### src/rtl/tlb_pkg.sv
// Shared types and default widths for the TLB entry array and its helpers.
package tlb_pkg;

  localparam int unsigned TlbEntries = 8;
  localparam int unsigned TlbVpnW    = 27;
  localparam int unsigned TlbPpnW    = 44;
  localparam int unsigned TlbAsidW   = 16;

  typedef struct packed {
    logic                valid;
    logic                is_global;
    logic [TlbVpnW-1:0]  vpn;
    logic [TlbAsidW-1:0] asid;
    logic [TlbPpnW-1:0]  ppn;
  } tlb_entry_t;

  typedef enum logic [1:0] {
    StIdle,
    StFlush,
    StDone
  } flush_state_e;

endpackage

### src/rtl/tlb_victim_sel.sv
// Fill target selection: matching entry first, then lowest invalid slot, then PLRU victim.
module tlb_victim_sel
  import tlb_pkg::*;
#(
  parameter int unsigned ENTRIES = TlbEntries
) (
  input  logic [ENTRIES-1:0]         valid_i,
  input  logic [ENTRIES-1:0]         match_i,
  input  logic [$clog2(ENTRIES)-1:0] plru_victim_i,
  output logic [$clog2(ENTRIES)-1:0] idx_o
);

  localparam int unsigned IdxW = $clog2(ENTRIES);

  logic [IdxW-1:0] match_idx;
  logic [IdxW-1:0] free_idx;
  logic            match_found;
  logic            free_found;

  always_comb begin
    match_idx = '0;
    free_idx  = '0;
    // Descending scan so the lowest index is the last one assigned.
    for (int i = ENTRIES - 1; i >= 0; i--) begin
      if (match_i[i]) begin
        match_idx = IdxW'(i);
      end
      if (!valid_i[i]) begin
        free_idx = IdxW'(i);
      end
    end
    match_found = |match_i;
    free_found  = ~&valid_i;
    if (match_found) begin
      idx_o = match_idx;
    end else if (free_found) begin
      idx_o = free_idx;
    end else begin
      idx_o = plru_victim_i;
    end
  end

endmodule

### src/rtl/tlb_entry_array.sv
// Fully-associative TLB storage: one-cycle lookups, fills with PLRU reporting,
// and a sequential, optionally ASID-filtered flush sweep.
module tlb_entry_array
  import tlb_pkg::*;
#(
  parameter int unsigned ENTRIES = TlbEntries,
  parameter int unsigned VPN_W   = TlbVpnW,
  parameter int unsigned PPN_W   = TlbPpnW,
  parameter int unsigned ASID_W  = TlbAsidW
) (
  input  logic                       clk_i,
  input  logic                       rst_i,
  input  logic                       lu_req_i,
  input  logic [VPN_W-1:0]           lu_vpn_i,
  input  logic [ASID_W-1:0]          lu_asid_i,
  output logic                       lu_valid_o,
  output logic                       lu_hit_o,
  output logic [PPN_W-1:0]           lu_ppn_o,
  output logic [$clog2(ENTRIES)-1:0] lu_idx_o,
  input  logic                       fill_valid_i,
  output logic                       fill_ready_o,
  input  logic [VPN_W-1:0]           fill_vpn_i,
  input  logic [ASID_W-1:0]          fill_asid_i,
  input  logic [PPN_W-1:0]           fill_ppn_i,
  input  logic                       fill_global_i,
  output logic                       plru_hit_o,
  output logic [$clog2(ENTRIES)-1:0] plru_idx_o,
  input  logic [$clog2(ENTRIES)-1:0] plru_victim_i,
  input  logic                       flush_i,
  input  logic                       flush_asid_valid_i,
  input  logic [ASID_W-1:0]          flush_asid_i,
  output logic                       flush_done_o
);

  localparam int unsigned IdxW = $clog2(ENTRIES);

  // Entry field widths come from the package defaults.
  tlb_entry_t entries_q [ENTRIES];

  flush_state_e      state_q, state_d;
  logic [IdxW-1:0]   cnt_q, cnt_d;
  logic              flush_asid_valid_q, flush_asid_valid_d;
  logic [ASID_W-1:0] flush_asid_q, flush_asid_d;

  logic [ENTRIES-1:0] valid_vec;
  logic [ENTRIES-1:0] lu_match;
  logic [ENTRIES-1:0] fill_match;
  logic [IdxW-1:0]    lu_match_idx;
  logic [PPN_W-1:0]   lu_match_ppn;
  logic [IdxW-1:0]    fill_idx;
  logic               lu_hit_en;
  logic               fill_fire;
  logic               flush_kill;
  tlb_entry_t         fill_entry;

  logic              lu_valid_q, lu_valid_d;
  logic              lu_hit_q, lu_hit_d;
  logic [PPN_W-1:0]  lu_ppn_q, lu_ppn_d;
  logic [IdxW-1:0]   lu_idx_q, lu_idx_d;
  logic              plru_hit_q, plru_hit_d;
  logic [IdxW-1:0]   plru_idx_q, plru_idx_d;

  always_comb begin
    valid_vec  = '0;
    lu_match   = '0;
    fill_match = '0;
    for (int i = 0; i < ENTRIES; i++) begin
      valid_vec[i]  = entries_q[i].valid;
      lu_match[i]   = entries_q[i].valid && (entries_q[i].vpn == lu_vpn_i) &&
                      (entries_q[i].is_global || (entries_q[i].asid == lu_asid_i));
      fill_match[i] = entries_q[i].valid && (entries_q[i].vpn == fill_vpn_i) &&
                      (entries_q[i].is_global || fill_global_i ||
                       (entries_q[i].asid == fill_asid_i));
    end
  end

  always_comb begin
    lu_match_idx = '0;
    for (int i = 0; i < ENTRIES; i++) begin
      if (lu_match[i]) begin
        lu_match_idx = lu_match_idx | IdxW'(i);
      end
    end
  end

  assign lu_match_ppn = entries_q[lu_match_idx].ppn;

  tlb_victim_sel #(
    .ENTRIES(ENTRIES)
  ) u_victim_sel (
    .valid_i      (valid_vec),
    .match_i      (fill_match),
    .plru_victim_i(plru_victim_i),
    .idx_o        (fill_idx)
  );

  // Flush FSM
  always_comb begin
    state_d            = state_q;
    cnt_d              = cnt_q;
    flush_asid_valid_d = flush_asid_valid_q;
    flush_asid_d       = flush_asid_q;
    fill_ready_o       = 1'b0;
    flush_done_o       = 1'b0;
    unique case (state_q)
      StIdle: begin
        fill_ready_o = 1'b1;
        if (flush_i) begin
          state_d            = StFlush;
          cnt_d              = '0;
          flush_asid_valid_d = flush_asid_valid_i;
          flush_asid_d       = flush_asid_i;
        end
      end
      StFlush: begin
        cnt_d = cnt_q + 1'b1;
        if (cnt_q == IdxW'(ENTRIES - 1)) begin
          state_d = StDone;
        end
      end
      StDone: begin
        flush_done_o = 1'b1;
        state_d      = StIdle;
      end
      default: state_d = StIdle;
    endcase
  end

  assign fill_fire  = fill_valid_i && fill_ready_o;
  assign lu_hit_en  = lu_req_i && (state_q == StIdle) && (|lu_match);
  assign flush_kill = (state_q == StFlush) && !entries_q[cnt_q].is_global &&
                      (!flush_asid_valid_q || (entries_q[cnt_q].asid == flush_asid_q));

  always_comb begin
    fill_entry.valid     = 1'b1;
    fill_entry.is_global = fill_global_i;
    fill_entry.vpn       = fill_vpn_i;
    fill_entry.asid      = fill_asid_i;
    fill_entry.ppn       = fill_ppn_i;
  end

  // Result and PLRU report registers; a fill takes precedence over a lookup hit.
  always_comb begin
    lu_valid_d = lu_req_i;
    lu_hit_d   = lu_hit_en;
    lu_ppn_d   = lu_hit_en ? lu_match_ppn : '0;
    lu_idx_d   = lu_hit_en ? lu_match_idx : '0;
    plru_hit_d = fill_fire || lu_hit_en;
    plru_idx_d = '0;
    if (fill_fire) begin
      plru_idx_d = fill_idx;
    end else if (lu_hit_en) begin
      plru_idx_d = lu_match_idx;
    end
  end

  always_ff @(posedge clk_i) begin
    if (rst_i) begin
      state_q            <= StIdle;
      cnt_q              <= '0;
      flush_asid_valid_q <= 1'b0;
      flush_asid_q       <= '0;
      lu_valid_q         <= 1'b0;
      lu_hit_q           <= 1'b0;
      lu_ppn_q           <= '0;
      lu_idx_q           <= '0;
      plru_hit_q         <= 1'b0;
      plru_idx_q         <= '0;
    end else begin
      state_q            <= state_d;
      cnt_q              <= cnt_d;
      flush_asid_valid_q <= flush_asid_valid_d;
      flush_asid_q       <= flush_asid_d;
      lu_valid_q         <= lu_valid_d;
      lu_hit_q           <= lu_hit_d;
      lu_ppn_q           <= lu_ppn_d;
      lu_idx_q           <= lu_idx_d;
      plru_hit_q         <= plru_hit_d;
      plru_idx_q         <= plru_idx_d;
    end
  end

  // Fills only happen in StIdle and kills only in StFlush, so they never collide.
  always_ff @(posedge clk_i) begin
    if (rst_i) begin
      for (int i = 0; i < ENTRIES; i++) begin
        entries_q[i].valid <= 1'b0;
      end
    end else begin
      if (fill_fire) begin
        entries_q[fill_idx] <= fill_entry;
      end
      if (flush_kill) begin
        entries_q[cnt_q].valid <= 1'b0;
      end
    end
  end

  assign lu_valid_o = lu_valid_q;
  assign lu_hit_o   = lu_hit_q;
  assign lu_ppn_o   = lu_ppn_q;
  assign lu_idx_o   = lu_idx_q;
  assign plru_hit_o = plru_hit_q;
  assign plru_idx_o = plru_idx_q;

  lu_single_match_a : assert property (@(posedge clk_i) disable iff (rst_i) $onehot0(lu_match));

endmodule
### config.mk
export PLATFORM = sky130hd
export DESIGN_NAME = tlb_entry_array
export DESIGN_NICKNAME = d
export VERILOG_FILES = /design/src/rtl/tlb_pkg.sv /design/src/rtl/tlb_victim_sel.sv /design/src/rtl/tlb_entry_array.sv
export SDC_FILE = /design/constraint.sdc
export NUM_CORES = 1
export LEC_CHECK = 0
export BUFFER_PORTS_ARGS = -buffer_cell sky130_fd_sc_hd__buf_2
export CAP_MARGIN = 20
export CELL_PAD_IN_SITES_DETAIL_PLACEMENT = 0
export CELL_PAD_IN_SITES_GLOBAL_PLACEMENT = 1
export CORE_UTILIZATION = 45
export DETAILED_ROUTE_END_ITERATION = 8
export PLACE_DENSITY_LB_ADDON = 0.25
export SYNTH_ARGS = -nofsm -noshare
export SYNTH_HDL_FRONTEND = slang
export SYNTH_HIERARCHICAL = 1
export SYNTH_SLANG_ARGS = --single-unit
### constraint.sdc
create_clock -name clk_i -period 21.2 [get_ports clk_i]
set_input_delay 2.12 -clock clk_i [delete_from_list [all_inputs] [get_ports clk_i]]
set_output_delay 2.12 -clock clk_i [all_outputs]
set_load 0.005 [all_outputs]
Word level (Yosys, flattened, before mapping)
Memory sizes are Yosys's and may differ from the RTL's. A register that Yosys moved wholly into a read port is not among the register bits.
Index checks and enable logic that the tools add are counted.
{"block": "op_classes", "add_sub_neg": 1, "mul": 0, "div": 0, "magnitude_cmp": 0, "eq_ne": 38, "shifts": 0, "muxes": 50, "bitwise": 1, "n_reduce_logical": 76}
{"cell": "== test 27 bit", "count": 16}
{"cell": "== test 16 bit", "count": 17}
{"cell": "2-to-1 mux 89 bit", "count": 2}
{"cell": "OR reduction 89 bit", "count": 2}
{"cell": "2-to-1 mux 3 bit", "count": 29}
{"cell": "logical AND 1 bit", "count": 37}
{"cell": "logical OR 1 bit", "count": 26}
{"cell": "OR reduction 8 bit", "count": 2}
{"cell": "2-to-1 mux 2 bit", "count": 6}
{"cell": "2-to-1 mux 1 bit", "count": 11}
{"cell": "AND reduction 8 bit", "count": 1}
{"cell": "one-hot mux 3 bit (2 select lines)", "count": 1}
{"cell": "AND reduction 2 bit", "count": 3}
{"cell": "inequality test 2 bit (second input constant)", "count": 2}
{"cell": "one-hot mux 2 bit (2 select lines)", "count": 1}
{"cell": "adder 3 x 1 -> 3 bit (second input constant)", "count": 1}
{"cell": "== test 3 bit (second input constant)", "count": 1}
{"cell": "== test 2 x 1 -> 1 bit (second input constant)", "count": 1}
{"cell": "== test 2 bit (second input constant)", "count": 1}
{"cell": "zero test 1 bit", "count": 2}
{"cell": "zero test 2 bit", "count": 1}
{"cell": "nonzero test 2 bit", "count": 1}
{"cell": "OR reduction 2 bit", "count": 1}
{"cell": "NOT 1 bit", "count": 1}
{"block": "totals", "reg_bits": 31, "latchBits": 0, "mem_bits_rw": 712, "mem_bits_ro": 0, "in_bits": 156, "out_inout_bits": 55, "word_cells": 176, "mem_count": 1}
{"memory": "entries_q", "words": 8, "width": 89, "read_ports": 10, "rd_clocked_by_memory_dff": 2, "write_ports": 8, "line_no": "tlb_entry_array.sv:38", "source": "tlb_entry_t entries_q [ENTRIES];"}

Longest topological paths before layout
An unclocked memory read counts as a cell.
{"block": "logic_depth", "word_depth": 15, "mapped_depth": 13}

By module
The synthesis kept the hierarchy.
{"mod": "tlb_entry_array", "n_inst": 1, "cells_per_inst": 2473, "area_each_um2": 36458.7, "seq_area_each_um2": 22942.0}
{"mod": "tlb_victim_sel", "n_inst": 1, "cells_per_inst": 31, "area_each_um2": 170.2, "seq_area_each_um2": 0.0}

Least setup slack after synthesis
OpenSTA, ideal clock, no wires.
{"block": "synth_timing", "kind": "input-to-reg", "start": "in fill_vpn_i[22]", "end": "mem entries_q[0][0] (netlist bit) (enable)", "setup_time_ns": 0.645, "arrival_ns": 10.114, "required_ns": 20.555, "setup_slack_ns": 10.441, "path_stages": 12, "cell_sequence": "clkbuf_1 -> xnor2_1 -> nand4_1 -> nor4_1 -> o311a_1 -> nor2_1 -> nor3_1 -> nor3_1 -> o21a_1 -> or3_1 -> clkbuf_1 -> nor3_1"}
{"element": "from (decl)", "line_no": "tlb_entry_array.sv:22", "source": "input logic [VPN_W-1:0] fill_vpn_i,"}
{"element": "to (decl)", "line_no": "tlb_entry_array.sv:38"}

==> qor.yml <==
status: "finished clean"
tritoncts: "yes"
synth.largest_area_cell: "edfxtp_1"
drt_wl_total_mm: 123
synth_area_um2: 36600
numClockSinks: 790
fin_ws_ps: 13970
cts_setup_buffers: 0
hp-class: "reg -> reg"
areaGrowthSynthToFinish_pct: 13.4
maxCapViolations: 0
arrival_ps: 7490
gp_routability_congestion: 1.08
synth_top_area_share_pct: 58.4
setup_violations: 0
pwr-share-seq_pct: 49.5
drtIter0Drc: 2569
whs_endpoint: "flush_asid_q[14]"
fin_tns_setup_ps: 0
grt_max_degree: 70
vias: 22400
synth_warnings: 6
grt_overflow: 0
drt_pass1_iterations: 6
synth_ff_type: "edfxtp_1"
fmax_mhz: 138
drive_gt1_share_pct: 15.4
rows: 104
drt-vias-per-instance: 5.88
synth_area_per_cell_um2: 14.6
core-area_um2: 80500
fp.dieW_um: 287
slew_violations: 0
place_ws_ps: 13400
clock_skew_ps: 33.8
sw_frac_of_total_pct: 23.4
syn_nets: 2662
cts.clk_slew.worst_paths_ps: 60
antenna_found_initial: 11
ff2ff_setup_slack_ps: 15020
reg2regPathDepth: 10
combPwrFrac_pct: 6.9
hpwlAfterDp_mm: 86.1
max-slew-margin-rel_pct: 22.8
critPathLaunchType: "input port"
top_level_ports: 211
yosys-top-cells-count: "edfxtp_1, xnor2_1, mux2i_1"
dieHeight_um: 287
wl_per_cell_um: 32.4
ctsResizeCount: 0
ant_nets: 0
power_density_nw_per_um2: 84.4
start_util_pct: 45.5
clk_path_buf_depth: 3
ys_types: 53
drcViolationCount: 0
hold_viol: 0
synth_async_sr_flop_share_pct: 0
crit_required_ps: 21460
worst_pin_slew_ps: 1160
placement.io_buffers: 210
netlist_instances: 2504
p_sw_uw: 822
min_period_ps: 7230
finalCoreUtilization_pct: 51.6
grt.total_usage_pct: 29.8
cts-root-buf: "clkbuf_16"
p_total_mw: 3.51
period_share_pct: 34.1
grt_pass1_vias: 22300
cts_max_level: 3
crit_type: "in -> reg"
worst-path-max-fanout: 44
leakage_nw: 14.8
intPower_mw: 2.69
holdBufCountCts: 0
endpoint_kind: "flip-flop"
fin_nets: 2839
min_from: "flush_asid_q[14]"
vdd_drop_max_mv: 0.0732
synth_edf_count: 712
synthTopCellsByArea: "edfxtp_1, xnor2_1, mux2i_1, dfxtp_1, xor2_1"
r2r-end: "entries_q[5][75]"
rsz0062_at_grt: "false"
grt_pass1_wl_mm: 172
ys_seq_area_share_pct: 62.6
yosysMostFrequentCell: "edfxtp_1"
synth-seq-cells: 790
clkPwrFrac_pct: 43.7
dieArea_um2: 82500
cts_made_buffers: 87
insertion_delay_ps: 660
whs_path_depth: 2
[layout make-up]
type / instances / area [µm²]
Antenna cell: 3 / 7.51
Clock buffer: 123 / 2480
Clock inverter: 38 / 459
Fill cell: 6779 / 39000
Inverter: 5 / 18.8
Multi-Input combinational cell: 1555 / 13000
Sequential cell: 790 / 22900
Tap cell: 1060 / 1330
Timing Repair Buffer: 242 / 1320
[layout by cell type, fill, tap and decap left out, types with 17 or more instances in the layout]
master,synthesis,routed
mux2i_1,237,237
nand2_1,45,45
buf_4,23,30
nand4_1,140,140
nor2b_1,93,93
dfxtp_1,78,77
clkbuf_16,0,87
buf_2,52,210
xnor2_1,548,548
mux4_2,34,34
nor4_1,66,66
nor3_1,23,21
clkbuf_8,0,17
edfxtp_1,712,712
a21o_1,44,44
xor2_1,156,156
nor2_1,27,20
o22ai_1,44,44
clkbuf_1,68,19
a21oi_1,19,19
[flip-flops by register name, indices dropped and copies added, names as in the netlist, named ones only]
name                count
cnt_q                   3
entries_q             712
flush_asid_q           16
flush_asid_valid_q      1
lu_hit_o                1
lu_idx_o                3
lu_ppn_o               44
lu_valid_o              1
plru_hit_o              1
plru_idx_o              3
state_q                 2
[critical path: stages]
cell and delay, ps:
buf_2 200, xnor2_1 330, nand4_1 160, nor4_1 850
o311a_1 320, nor2_1 70, nand2_1 90, nor3_1 70
a221oi_2 770, nand2_1 370, nor2_4 710, buf_4 580
buf_4 720
[worst max path at each step]
stage	start	end	slack (ps)	cells past startpoint
after floorplan	fill_vpn_i[22]	entries_q[0][0]	10440	12
after global placement	fill_asid_i[10]	entries_q[5][36]	13350	13
after detailed placement	fill_asid_i[10]	entries_q[5][37]	13400	13
after CTS	fill_asid_i[10]	entries_q[5][78]	14070	13
after global routing	fill_asid_i[2]	entries_q[5][12]	13800	13
final	fill_asid_i[10]	entries_q[5][13]	13970	13
[cells by family after synthesis]
logic type	count (synthesis)	synth area share, %
adders and majority gates	2	0.0683
xor gates and xnor gates	704	16.8
muxes	271	8.57
buffers and inverters	159	2.12
AOI/OAI and AO/OA	150	2.93
DFF	790	62.6
and+or+nand+nor	428	6.84
[layer usage]
layer | routed length (µm) | global-route usage, % | up-vias
li1 | - | - | 9608
met1 | 54800 | 43.9 | 11600
met2 | 55000 | 44.9 | 1030
met3 | 10200 | 6.20 | 184
met4 | 3380 | 7.58 | 12
met5 | 71 | 0 | -
[power groups by stage]
stage	clock [mW]	combinational (mW)	sequential (mW)
2_1_floorplan	0	0.144	1.76
3_3_place_gp	0	0.236	1.77
3_5_place_dp	0	0.236	1.77
4_1_cts	1.55	0.237	1.73
5_1_grt	1.61	0.252	1.74
6_report	1.53	0.241	1.74
[through the flow]
stage                     area, µm²  hold slack [ps]  std cells
after floorplan               36600              448       2504
after global placement        38600              458       3650
after detailed placement      38600              465       3651
after CTS                     41500              473       3812
after global routing          41500              497       3813
final                         41500              470       3816
Power figures use the tool's default switching activity.
